$ cat src/rtl/psum_pkg.sv
// psum_pkg: shared state encoding and lane arithmetic for the psum write-back path.
package psum_pkg;

    localparam int unsigned PSUM_BW_DEF = 16;
    localparam int unsigned COL_DEF     = 8;
    // Widest lane the shared lane function can handle
    localparam int unsigned LANE_MAX_W  = 32;

    typedef enum logic [1:0] {
        ST_IDLE = 2'd0,
        ST_RD   = 2'd1,
        ST_ADD  = 2'd2,
        ST_WR   = 2'd3
    } psum_state_e;

    // One bit of headroom above the widest lane so a lane sum never overflows
    typedef logic signed [LANE_MAX_W:0] lane_wide_t;

    // Bound a widened lane sum to a bw-bit signed lane, then optionally rectify.
    // sat=1 clamps to the signed range, sat=0 keeps the low bw bits (wrap).
    function automatic lane_wide_t lane_sat_relu(
        input lane_wide_t  sum,
        input int unsigned bw,
        input logic        sat,
        input logic        relu
    );
        lane_wide_t  one;
        lane_wide_t  hi;
        lane_wide_t  lo;
        lane_wide_t  res;
        int unsigned sh;
        one = lane_wide_t'({{LANE_MAX_W{1'b0}}, 1'b1});
        hi  = (one <<< (bw - 32'd1)) - one;
        lo  = -hi - one;
        sh  = LANE_MAX_W + 32'd1 - bw;
        if (sat) begin
            if (sum > hi) begin
                res = hi;
            end else if (sum < lo) begin
                res = lo;
            end else begin
                res = sum;
            end
        end else begin
            // Shift up then arithmetic shift down: keeps low bw bits, sign-extended
            res = (sum <<< sh) >>> sh;
        end
        return (relu && res[LANE_MAX_W]) ? {(LANE_MAX_W + 1){1'b0}} : res;
    endfunction

endpackage

$ cat src/rtl/psum_lane_alu.sv
// psum_lane_alu: combinational add / saturate-or-wrap / ReLU for one psum lane.
module psum_lane_alu
    import psum_pkg::*;
#(
    parameter int unsigned PSUM_BW = PSUM_BW_DEF,
    parameter int unsigned SAT     = 1
) (
    input  logic signed [PSUM_BW-1:0] old_val,
    input  logic signed [PSUM_BW-1:0] new_val,
    input  logic                      acc,
    input  logic                      relu,
    output logic signed [PSUM_BW-1:0] result
);

    lane_wide_t sum_s;
    lane_wide_t res_s;
    logic       lane_unused_s;

    // Widen both operands, add when accumulating, then bound and rectify
    always_comb begin
        if (acc) begin
            sum_s = lane_wide_t'(old_val) + lane_wide_t'(new_val);
        end else begin
            sum_s = lane_wide_t'(new_val);
        end
        res_s = lane_sat_relu(sum_s, PSUM_BW, (SAT != 32'd0), relu);
    end

    assign result        = res_s[PSUM_BW-1:0];
    // Upper bits are only sign extension once the result is bounded
    assign lane_unused_s = ^res_s[LANE_MAX_W:PSUM_BW];

endmodule

$ cat src/rtl/psum_accum_wb.sv
// psum_accum_wb: writes OFIFO rows into the single-port psum SRAM, either as a
// plain overwrite (1 row/cycle) or as a read-modify-write accumulate (RD, ADD, WR).
module psum_accum_wb
    import psum_pkg::*;
#(
    parameter int unsigned COL     = COL_DEF,
    parameter int unsigned PSUM_BW = PSUM_BW_DEF,
    parameter int unsigned ADDR_W  = 11,
    parameter int unsigned SAT     = 1,
    parameter int unsigned CNT_W   = 16
) (
    input  logic                   clk,
    input  logic                   reset,
    input  logic                   in_valid,
    output logic                   in_ready,
    input  logic [COL*PSUM_BW-1:0] in_data,
    input  logic [ADDR_W-1:0]      in_addr,
    input  logic                   in_acc,
    input  logic                   in_relu,
    output logic                   mem_cen,
    output logic                   mem_wen,
    output logic [ADDR_W-1:0]      mem_a,
    output logic [COL*PSUM_BW-1:0] mem_d,
    input  logic [COL*PSUM_BW-1:0] mem_q,
    output logic                   busy,
    output logic [CNT_W-1:0]       wr_count
);

    localparam int unsigned ROW_W = COL * PSUM_BW;

    psum_state_e       state_r;
    psum_state_e       state_nxt_s;
    logic              accept_s;
    logic [ADDR_W-1:0] addr_r;
    logic [ROW_W-1:0]  data_r;
    logic              relu_r;
    logic [ADDR_W-1:0] addr_src_s;
    logic              alu_acc_s;
    logic              alu_relu_s;
    logic [ROW_W-1:0]  alu_new_s;
    logic [ROW_W-1:0]  alu_res_s;
    logic              in_ready_r;
    logic              busy_r;
    logic              mem_cen_r;
    logic              mem_wen_r;
    logic [ADDR_W-1:0] mem_a_r;
    logic [ROW_W-1:0]  wbuf_r;
    logic [CNT_W-1:0]  wr_count_r;
    logic              in_ready_nxt_s;
    logic              busy_nxt_s;
    logic              mem_cen_nxt_s;
    logic              mem_wen_nxt_s;
    logic [ADDR_W-1:0] mem_a_nxt_s;
    logic [ROW_W-1:0]  wbuf_nxt_s;

    assign accept_s   = in_valid && in_ready_r;
    // A fresh accept targets the incoming address; otherwise the latched one
    assign addr_src_s = accept_s ? in_addr : addr_r;

    // ALU operands: RMW merge of SRAM data in ADD, pass-through with ReLU otherwise
    always_comb begin
        if (state_r == ST_ADD) begin
            alu_acc_s  = 1'b1;
            alu_relu_s = relu_r;
            alu_new_s  = data_r;
        end else begin
            alu_acc_s  = 1'b0;
            alu_relu_s = in_relu;
            alu_new_s  = in_data;
        end
    end

    for (genvar g = 0; g < int'(COL); g++) begin : g_lane
        psum_lane_alu #(
            .PSUM_BW (PSUM_BW),
            .SAT     (SAT)
        ) u_lane_alu (
            .old_val (mem_q[g*PSUM_BW +: PSUM_BW]),
            .new_val (alu_new_s[g*PSUM_BW +: PSUM_BW]),
            .acc     (alu_acc_s),
            .relu    (alu_relu_s),
            .result  (alu_res_s[g*PSUM_BW +: PSUM_BW])
        );
    end

    // FSM state register; reset drops any pending row
    always_ff @(posedge clk or negedge reset) begin
        if (!reset) begin
            state_r <= ST_IDLE;
        end else begin
            state_r <= state_nxt_s;
        end
    end

    // FSM next-state: RD and ADD always advance, IDLE and WR look at the handshake
    always_comb begin
        state_nxt_s = ST_IDLE;
        case (state_r)
            ST_IDLE, ST_WR: begin
                if (accept_s) begin
                    state_nxt_s = in_acc ? ST_RD : ST_WR;
                end else begin
                    state_nxt_s = ST_IDLE;
                end
            end
            ST_RD:   state_nxt_s = ST_ADD;
            ST_ADD:  state_nxt_s = ST_WR;
            default: state_nxt_s = ST_IDLE;
        endcase
    end

    // FSM outputs decoded from the upcoming state so every pin leaves a flop
    always_comb begin
        in_ready_nxt_s = 1'b1;
        busy_nxt_s     = 1'b0;
        mem_cen_nxt_s  = 1'b1;
        mem_wen_nxt_s  = 1'b1;
        mem_a_nxt_s    = {ADDR_W{1'b0}};
        wbuf_nxt_s     = {ROW_W{1'b0}};
        case (state_nxt_s)
            ST_IDLE: begin
                in_ready_nxt_s = 1'b1;
                busy_nxt_s     = 1'b0;
            end
            ST_RD: begin
                in_ready_nxt_s = 1'b0;
                busy_nxt_s     = 1'b1;
                mem_cen_nxt_s  = 1'b0;
                mem_a_nxt_s    = addr_src_s;
            end
            ST_ADD: begin
                in_ready_nxt_s = 1'b0;
                busy_nxt_s     = 1'b1;
            end
            ST_WR: begin
                in_ready_nxt_s = 1'b1;
                busy_nxt_s     = 1'b1;
                mem_cen_nxt_s  = 1'b0;
                mem_wen_nxt_s  = 1'b0;
                mem_a_nxt_s    = addr_src_s;
                wbuf_nxt_s     = alu_res_s;
            end
            default: begin
                in_ready_nxt_s = 1'b1;
                busy_nxt_s     = 1'b0;
            end
        endcase
    end

    // Row latch: address, data and ReLU flag captured on every accept
    always_ff @(posedge clk or negedge reset) begin
        if (!reset) begin
            addr_r <= {ADDR_W{1'b0}};
            data_r <= {ROW_W{1'b0}};
            relu_r <= 1'b0;
        end else if (accept_s) begin
            addr_r <= in_addr;
            data_r <= in_data;
            relu_r <= in_relu;
        end else begin
            addr_r <= addr_r;
            data_r <= data_r;
            relu_r <= relu_r;
        end
    end

    // Output registers: handshake, busy and SRAM pins; the write buffer doubles as mem_d
    always_ff @(posedge clk or negedge reset) begin
        if (!reset) begin
            in_ready_r <= 1'b1;
            busy_r     <= 1'b0;
            mem_cen_r  <= 1'b1;
            mem_wen_r  <= 1'b1;
            mem_a_r    <= {ADDR_W{1'b0}};
            wbuf_r     <= {ROW_W{1'b0}};
        end else begin
            in_ready_r <= in_ready_nxt_s;
            busy_r     <= busy_nxt_s;
            mem_cen_r  <= mem_cen_nxt_s;
            mem_wen_r  <= mem_wen_nxt_s;
            mem_a_r    <= mem_a_nxt_s;
            wbuf_r     <= wbuf_nxt_s;
        end
    end

    // Write counter: one tick per completed WR cycle, wraps naturally
    always_ff @(posedge clk or negedge reset) begin
        if (!reset) begin
            wr_count_r <= {CNT_W{1'b0}};
        end else if (state_r == ST_WR) begin
            wr_count_r <= wr_count_r + {{(CNT_W - 1){1'b0}}, 1'b1};
        end else begin
            wr_count_r <= wr_count_r;
        end
    end

    assign in_ready = in_ready_r;
    assign busy     = busy_r;
    assign mem_cen  = mem_cen_r;
    assign mem_wen  = mem_wen_r;
    assign mem_a    = mem_a_r;
    assign mem_d    = wbuf_r;
    assign wr_count = wr_count_r;

endmodule

$ cat config.mk
export PLATFORM = sky130hd
export DESIGN_NAME = psum_accum_wb
export DESIGN_NICKNAME = d
export VERILOG_FILES = /design/src/rtl/psum_pkg.sv /design/src/rtl/psum_lane_alu.sv /design/src/rtl/psum_accum_wb.sv
export SDC_FILE = /design/constraint.sdc
export NUM_CORES = 1
export LEC_CHECK = 0
export BUFFER_PORTS_ARGS = -buffer_cell sky130_fd_sc_hd__buf_2
export CAP_MARGIN = 20
export CORE_UTILIZATION = 46
export CTS_CLUSTER_DIAMETER = 100
export DETAILED_ROUTE_END_ITERATION = 7
export GPL_ROUTABILITY_DRIVEN = 0
export PLACE_DENSITY = 0.76
export SETUP_SLACK_MARGIN = 0.1
export SLEW_MARGIN = 20
export SYNTH_ARGS = -nofsm -noshare
export SYNTH_HDL_FRONTEND = slang
export SYNTH_SLANG_ARGS = --single-unit
$ cat constraint.sdc
create_clock -name clk -period 7.62 [get_ports clk]
set_input_delay 0.762 -clock clk [delete_from_list [all_inputs] [get_ports clk]]
set_output_delay 0.762 -clock clk [all_outputs]
set_load 0.01 [all_outputs]
* After elaboration in Yosys (flattened, before gate mapping)
Index checks and enable logic that the tools add are counted.
** Storage, ports and cells
- Bits in registers :: 301
- Bits of input ports :: 272
** Cells by class
- Add/subtract/negate cells :: 9
- $lt $le $gt $ge :: 16
- Equal/unequal tests :: 6
- Multiplexer cells :: 45
- Reductions and logical operators :: 16
** Operators with widths (count)
- 33-bit two-way mux :: 24
- 33-bit by 16-bit > comparator with 1-bit output (second input constant) :: 8
- 33-bit by 16-bit less-than comparator with 1-bit output (second input constant) :: 8
- 128-bit two-way mux :: 2
- 16-bit by 16-bit adder with 17-bit output :: 8
- 16-bit two-way mux :: 8
- 11-bit two-way mux :: 2
- 16-bit by 1-bit adder with 16-bit output (second input constant) :: 1
- 1-bit logical AND :: 9
- 2-bit == test (second input constant) :: 4
- 2-bit OR reduction :: 4
- 2-bit case mux with 3 select lines :: 1
- 2-bit by 1-bit == test with 1-bit output (second input constant) :: 2
- 2-bit logical NOT :: 2
- 1-bit two-way mux :: 4
- 2-bit two-way mux :: 2
- 1-bit case mux with 2 select lines :: 2
- 3-bit OR reduction :: 1

* Longest topological paths before layout
- Depth in word-level cells :: 10
- Depth in mapped cells :: 26

* By module
Synthesis repeated with hierarchy kept, for this count alone.
** Second synthesis, totals
- Cells, all modules :: 2042
- Area, all modules :: 21350.5 sq um
** By module, submodules not included
- psum_accum_wb :: instances 1, cells an instance 810, area an instance 12067.8 sq um, sequential area each 7536.0 sq um
- psum_lane_alu at g_lane[0].u_lane_alu ... :: instances 4, cells an instance 159, area an instance 1181.1 sq um, sequential area each 0.0 sq um
- psum_lane_alu at g_lane[4].u_lane_alu ... :: instances 3, cells an instance 143, area an instance 1123.6 sq um, sequential area each 0.0 sq um
- psum_lane_alu at g_lane[3].u_lane_alu :: instances 1, cells an instance 167, area an instance 1187.4 sq um, sequential area each 0.0 sq um

* Worst setup path before layout
Ideal clock, no wire load.
- Kind :: register -> register
- Start point :: register state_r[0]
- End point :: register wbuf_r[114], in the netlist mem_d[114]
- Data arrival time :: 5501 ps
- Path slack :: 2000 ps
- Stages on the path, launching flop included :: 27
- Buffers on the path :: 9
- Cell sequence :: dfrtp_1 -> inv_1 -> ha_1 -> clkbuf_1 -> buf_2 -> buf_2 -> buf_2 -> buf_2 -> buf_2 -> clkbuf_1 -> nand2_1 -> nand2_1 -> ha_1 -> inv_1 -> fa_1 -> nor2b_1 -> o31a_1 -> o211ai_1 -> o311ai_2 -> xor2_1 -> mux2i_1 -> or4_1 -> o31ai_1 -> ha_1 -> clkbuf_1 -> clkbuf_1 -> o21a_1
** Between the ends
- Longest elaborated chain between the ends :: 10
- Elaborated cells on any way between the ends :: 19
** RTL lines
- start: declaration :: RTL line psum_accum_wb.sv:31 : psum_state_e state_r;
- start signal: assignment :: RTL line psum_accum_wb.sv:91 : state_r <= state_nxt_s;
- 2-bit == test :: RTL line psum_accum_wb.sv:62, psum_accum_wb.sv:98
- 128-bit two-way mux :: RTL line psum_accum_wb.sv:62 : if (state_r == ST_ADD) begin
- 16-bit by 16-bit adder with 17-bit output :: RTL line psum_lane_alu.sv:22 : sum_s = lane_wide_t'(old_val) + lane_wide_t'(new_val);
- 33-bit two-way mux :: RTL line psum_lane_alu.sv:21 : if (acc) begin
- 33-bit by 16-bit less-than comparator with 1-bit output :: RTL line psum_pkg.sv:39 : end else if (sum < lo) begin
- 33-bit two-way mux :: RTL line psum_pkg.sv:39
- 33-bit two-way mux :: RTL line psum_pkg.sv:37 : if (sum > hi) begin
- 1-bit logical AND :: RTL line psum_pkg.sv:48 : return (relu && res[LANE_MAX_W]) ? {(LANE_MAX_W + 1){1'b0}} : res;
- 16-bit two-way mux :: RTL line psum_pkg.sv:48
- 128-bit two-way mux (*) :: RTL line psum_accum_wb.sv:120 : case (state_nxt_s)
- named net wbuf_nxt_s[114] :: RTL line psum_accum_wb.sv:54 : logic [ROW_W-1:0] wbuf_nxt_s;
- end signal: assignment :: RTL line psum_accum_wb.sv:175 : wbuf_r <= {ROW_W{1'b0}};
- end signal: assignment :: RTL line psum_accum_wb.sv:182 : wbuf_r <= wbuf_nxt_s;
- end: declaration :: RTL line psum_accum_wb.sv:47 : logic [ROW_W-1:0] wbuf_r;
The timed path passes the listed nets; every way through them passes the cells marked *.
A chain may end at the register's enable or synchronous reset.

* Worst setup path in the final report
- Start point :: register state_r[0]
- End point :: register wbuf_r[127], in the netlist mem_d[127]
The elaborated chain is that of the path after synthesis.

==> run summary <==
Worst Setup Start Kind: register
CTS resizes: 0
Unrepaired setup endpoints after global routing: no
I/O Buffers: 430
Commonest cells after routing, fill and taps aside: buf_2, dfrtp_1, mux2_2, nand2_1, a21oi_1
Top_reg_cell synth: dfrtp_1
Final wirelength: 57,100 um
Status: finished, final reports clean
Largest family of logic cells by synthesized area: compound AO/OA/AOI/OAI gates
Final instance area: 23,300 um^2
Num CTS Buffers: 36
Detailed placement HPWL: 42,000 um
Overflow after GRT: 0
Ys Warns: 0
Largest net degree at the start of global routing: 162
Wire per inst: 19.5 um
MaxCap Viol Count: 0
Row count: 74
Crit-path cells: inv_1, ha_4, buf_12, nand2_1, nand2_1, ha_1, inv_1, fa_1, nor2b_1, o31a_1, o211ai_1, o311ai_2, a311oi_1, a21o_1, o21ba_2, o31ai_1, ha_1, a21oi_1, nor3b_1
Hold_buf cts: 0
Area grow syn2layout: 20.0%
Post-Synthesis Cell Area: 19,400 um^2
Synthesized flop and latch total: 301
Max FO, Critical Path: 95
Setup TNS: 0 ps
Crit-path slowest cell: a21oi_1
Ys async rst share: 100%
Skew-Pair Late Insertion Delay: 560 ps
Final setup viols: 0
Register-to-Register Setup Slack: 2050 ps
Synth Area in Compound Gates: 17.8%
Via count: 17.0k
WP data required: 8070 ps
Worst path max stage delay: 840 ps
Clock Skews: 22.5 ps
Starting Density: 47.1%
Die extent in y: 208 um
Clock Tree Buf Depth: 3
# nets final: 2,780
Share of layout cells above drive strength 1: 31.7%
Multiplexer share of the synthesized area: 14.5%
Ports: 431
Slew of the pin with the lowest slew margin: 1100 ps
DIE WIDTH: 208 um
Total iterations of the first detailed-routing run: 6
Adder-Cell Fraction of Synth Area: 9.75%
Pins Over Slew Limit: 0
DRC violations left: 0
Core area: 41,300 um^2
Fraction of the mapped netlist area in simple logic gates: 12.3%
1st-iter DRT viols: 1,175
Area contributors post-synth: dfrtp_1, mux2_2, ha_1
Routed Antenna Nets: 0
Area share of the largest cell type after synthesis: 38.3%
CTS tree: done
CP Class: reg -> reg
CTS root buf: clkbuf_16
Initial antenna violation count: 10
Mean Syn Cell Area: 9.88 um^2
Leading area contributor after synthesis: dfrtp_1
Dpl cell area: 22,100 um^2
Total power draw: 11.0 mW
First-pass GRT wire length: 90,300 um
Cell count after synthesis: 1,969
Post-CTS Setup Bufs: 0
Vias in the first global route: 17.1k
Post-DR vias/cell: 5.79
Hold Crit Class: in -> async
Pwr per Cell Area: 470 nW/um^2
Crit share post-route: 73.1%
DIE AREA: 43,100 um^2
Reg clk slew, reported paths: 60 ps
GRT Resource Usage Total: 26.1%
Final hold vios: 0
H-tree depth: 2
CTS Sinks: 301
Reg2Reg Depth: 19
Post-synth EDFFs: 0
Critical path capture point type: register
Peak supply drop: 0.265 mV
Fmax: 179 MHz
Worst rel slew slack: 26.8%
Most common cell after layout, fill and taps aside: buf_2
Worst path arrival time: 6020 ps
Final min period: 5570 ps
Register area share after synthesis: 38.7%
Netlist cell types: 88
Post-Synth XOR/XNOR Area: 4.28%
LEAKAGE: 11.5 nW
Post-synthesis net count: 2,383
-- registers in the layout, summed over array words and instances, names as in the netlist, 2 cells and up --
signal and cells:
state_r 2, data_r 128, wr_count 16, addr_r 11, mem_d 128, mem_a 11
-- cell families (layout without fill, tap and decap cells) --
family / count (synthesis) / count (layout)
AOI/OAI and AO/OA: 533 / 533
buffers and inverters: 126 / 549
and+or+nand+nor: 512 / 512
xor gates and xnor gates: 95 / 95
muxes: 254 / 254
DFF: 301 / 301
other: 0 / 7
adders and majority gates: 148 / 148
-- path summary, 6_finish.rpt --
kind | startpoint | to
min in group clk | in_addr[4] | addr_r[4]$_DFF_PN0_
worst min register to register | wr_count[15]$_DFFE_PN0N_ | wr_count[15]$_DFFE_PN0N_
worst max-delay path | state_r[0]$_DFF_PN0_ | mem_d[127]$_DFF_PN0_
worst min-delay path | reset | data_r[64]$_DFFE_PN0P_
max in group asynchronous | reset | data_r[40]$_DFFE_PN0P_
worst max register to register | state_r[0]$_DFF_PN0_ | mem_d[127]$_DFF_PN0_
-- Yosys cell counts (14+ instances only) --
master / n
a211oi_1: 26
a21o_1: 66
a21oi_1: 151
a31oi_1: 39
buf_1: 14
buf_2: 15
clkbuf_1: 53
dfrtp_1: 298
ha_1: 134
inv_1: 41
mux2_2: 220
mux2i_1: 34
nand2_1: 206
nand2b_1: 14
nand3_1: 31
nor2_1: 103
nor2b_1: 41
nor3_1: 35
o21a_1: 39
o21ai_0: 80
o21ai_1: 16
o21bai_1: 19
xnor2_1: 71
xor2_1: 24
-- stage by stage --
stage	worst slack [ps]	hold WS [ps]	util (%)	cells
after global routing	1660	263	56.5	2930
after global placement	2280	460	53.5	2860
after detailed placement	2120	473	53.5	2860
after CTS	2080	214	56.4	2924
final	2050	212	56.5	2931
after floorplan	2000	466	-	1969
-- where the power goes --
group	switching [mW]	internal, mW	leakage, nW	total [mW]
clock	0.706	1.05	0.599	1.75
combinational	3.81	2.91	7.05	6.72
sequential	0.274	2.21	3.81	2.48
total	4.79	6.17	11.5	11.0
-- metal layers --
| layer | share of wire (%) | GRT usage, % | vias up |
|---|---|---|---|
| li1 | - | - | 8007 |
| met1 | 42 | 32.4 | 8226 |
| met2 | 48 | 44.2 | 602 |
| met3 | 6.3 | 5.45 | 118 |
| met4 | 3.3 | 10.6 | 8 |
| met5 | 0.086 | 0 | - |
-- final cells by class --
cell class | count | area (um^2)
fill | 3507 | 18000
timing repair buffer | 444 | 2300
sequential | 301 | 7540
tap | 532 | 666
inverter | 41 | 156
multi-input combinational | 1542 | 11400
clock buffer | 50 | 1060
clock inverter | 14 | 141
antenna | 7 | 17.5
-- critical path, delay by kind of cell, from the launching register on --
| kind | cells | cell delay, ps |
|---|---|---|
| AO/OA/AOI/OAI | 8 | 2280 |
| AND/OR/NAND/NOR | 4 | 680 |
| adder cells (fa/ha/maj) | 4 | 1480 |
| flip-flops | 1 | 380 |
| buffers and inverters | 3 | 630 |
No activity file was read; power rests on OpenSTA's default activity.
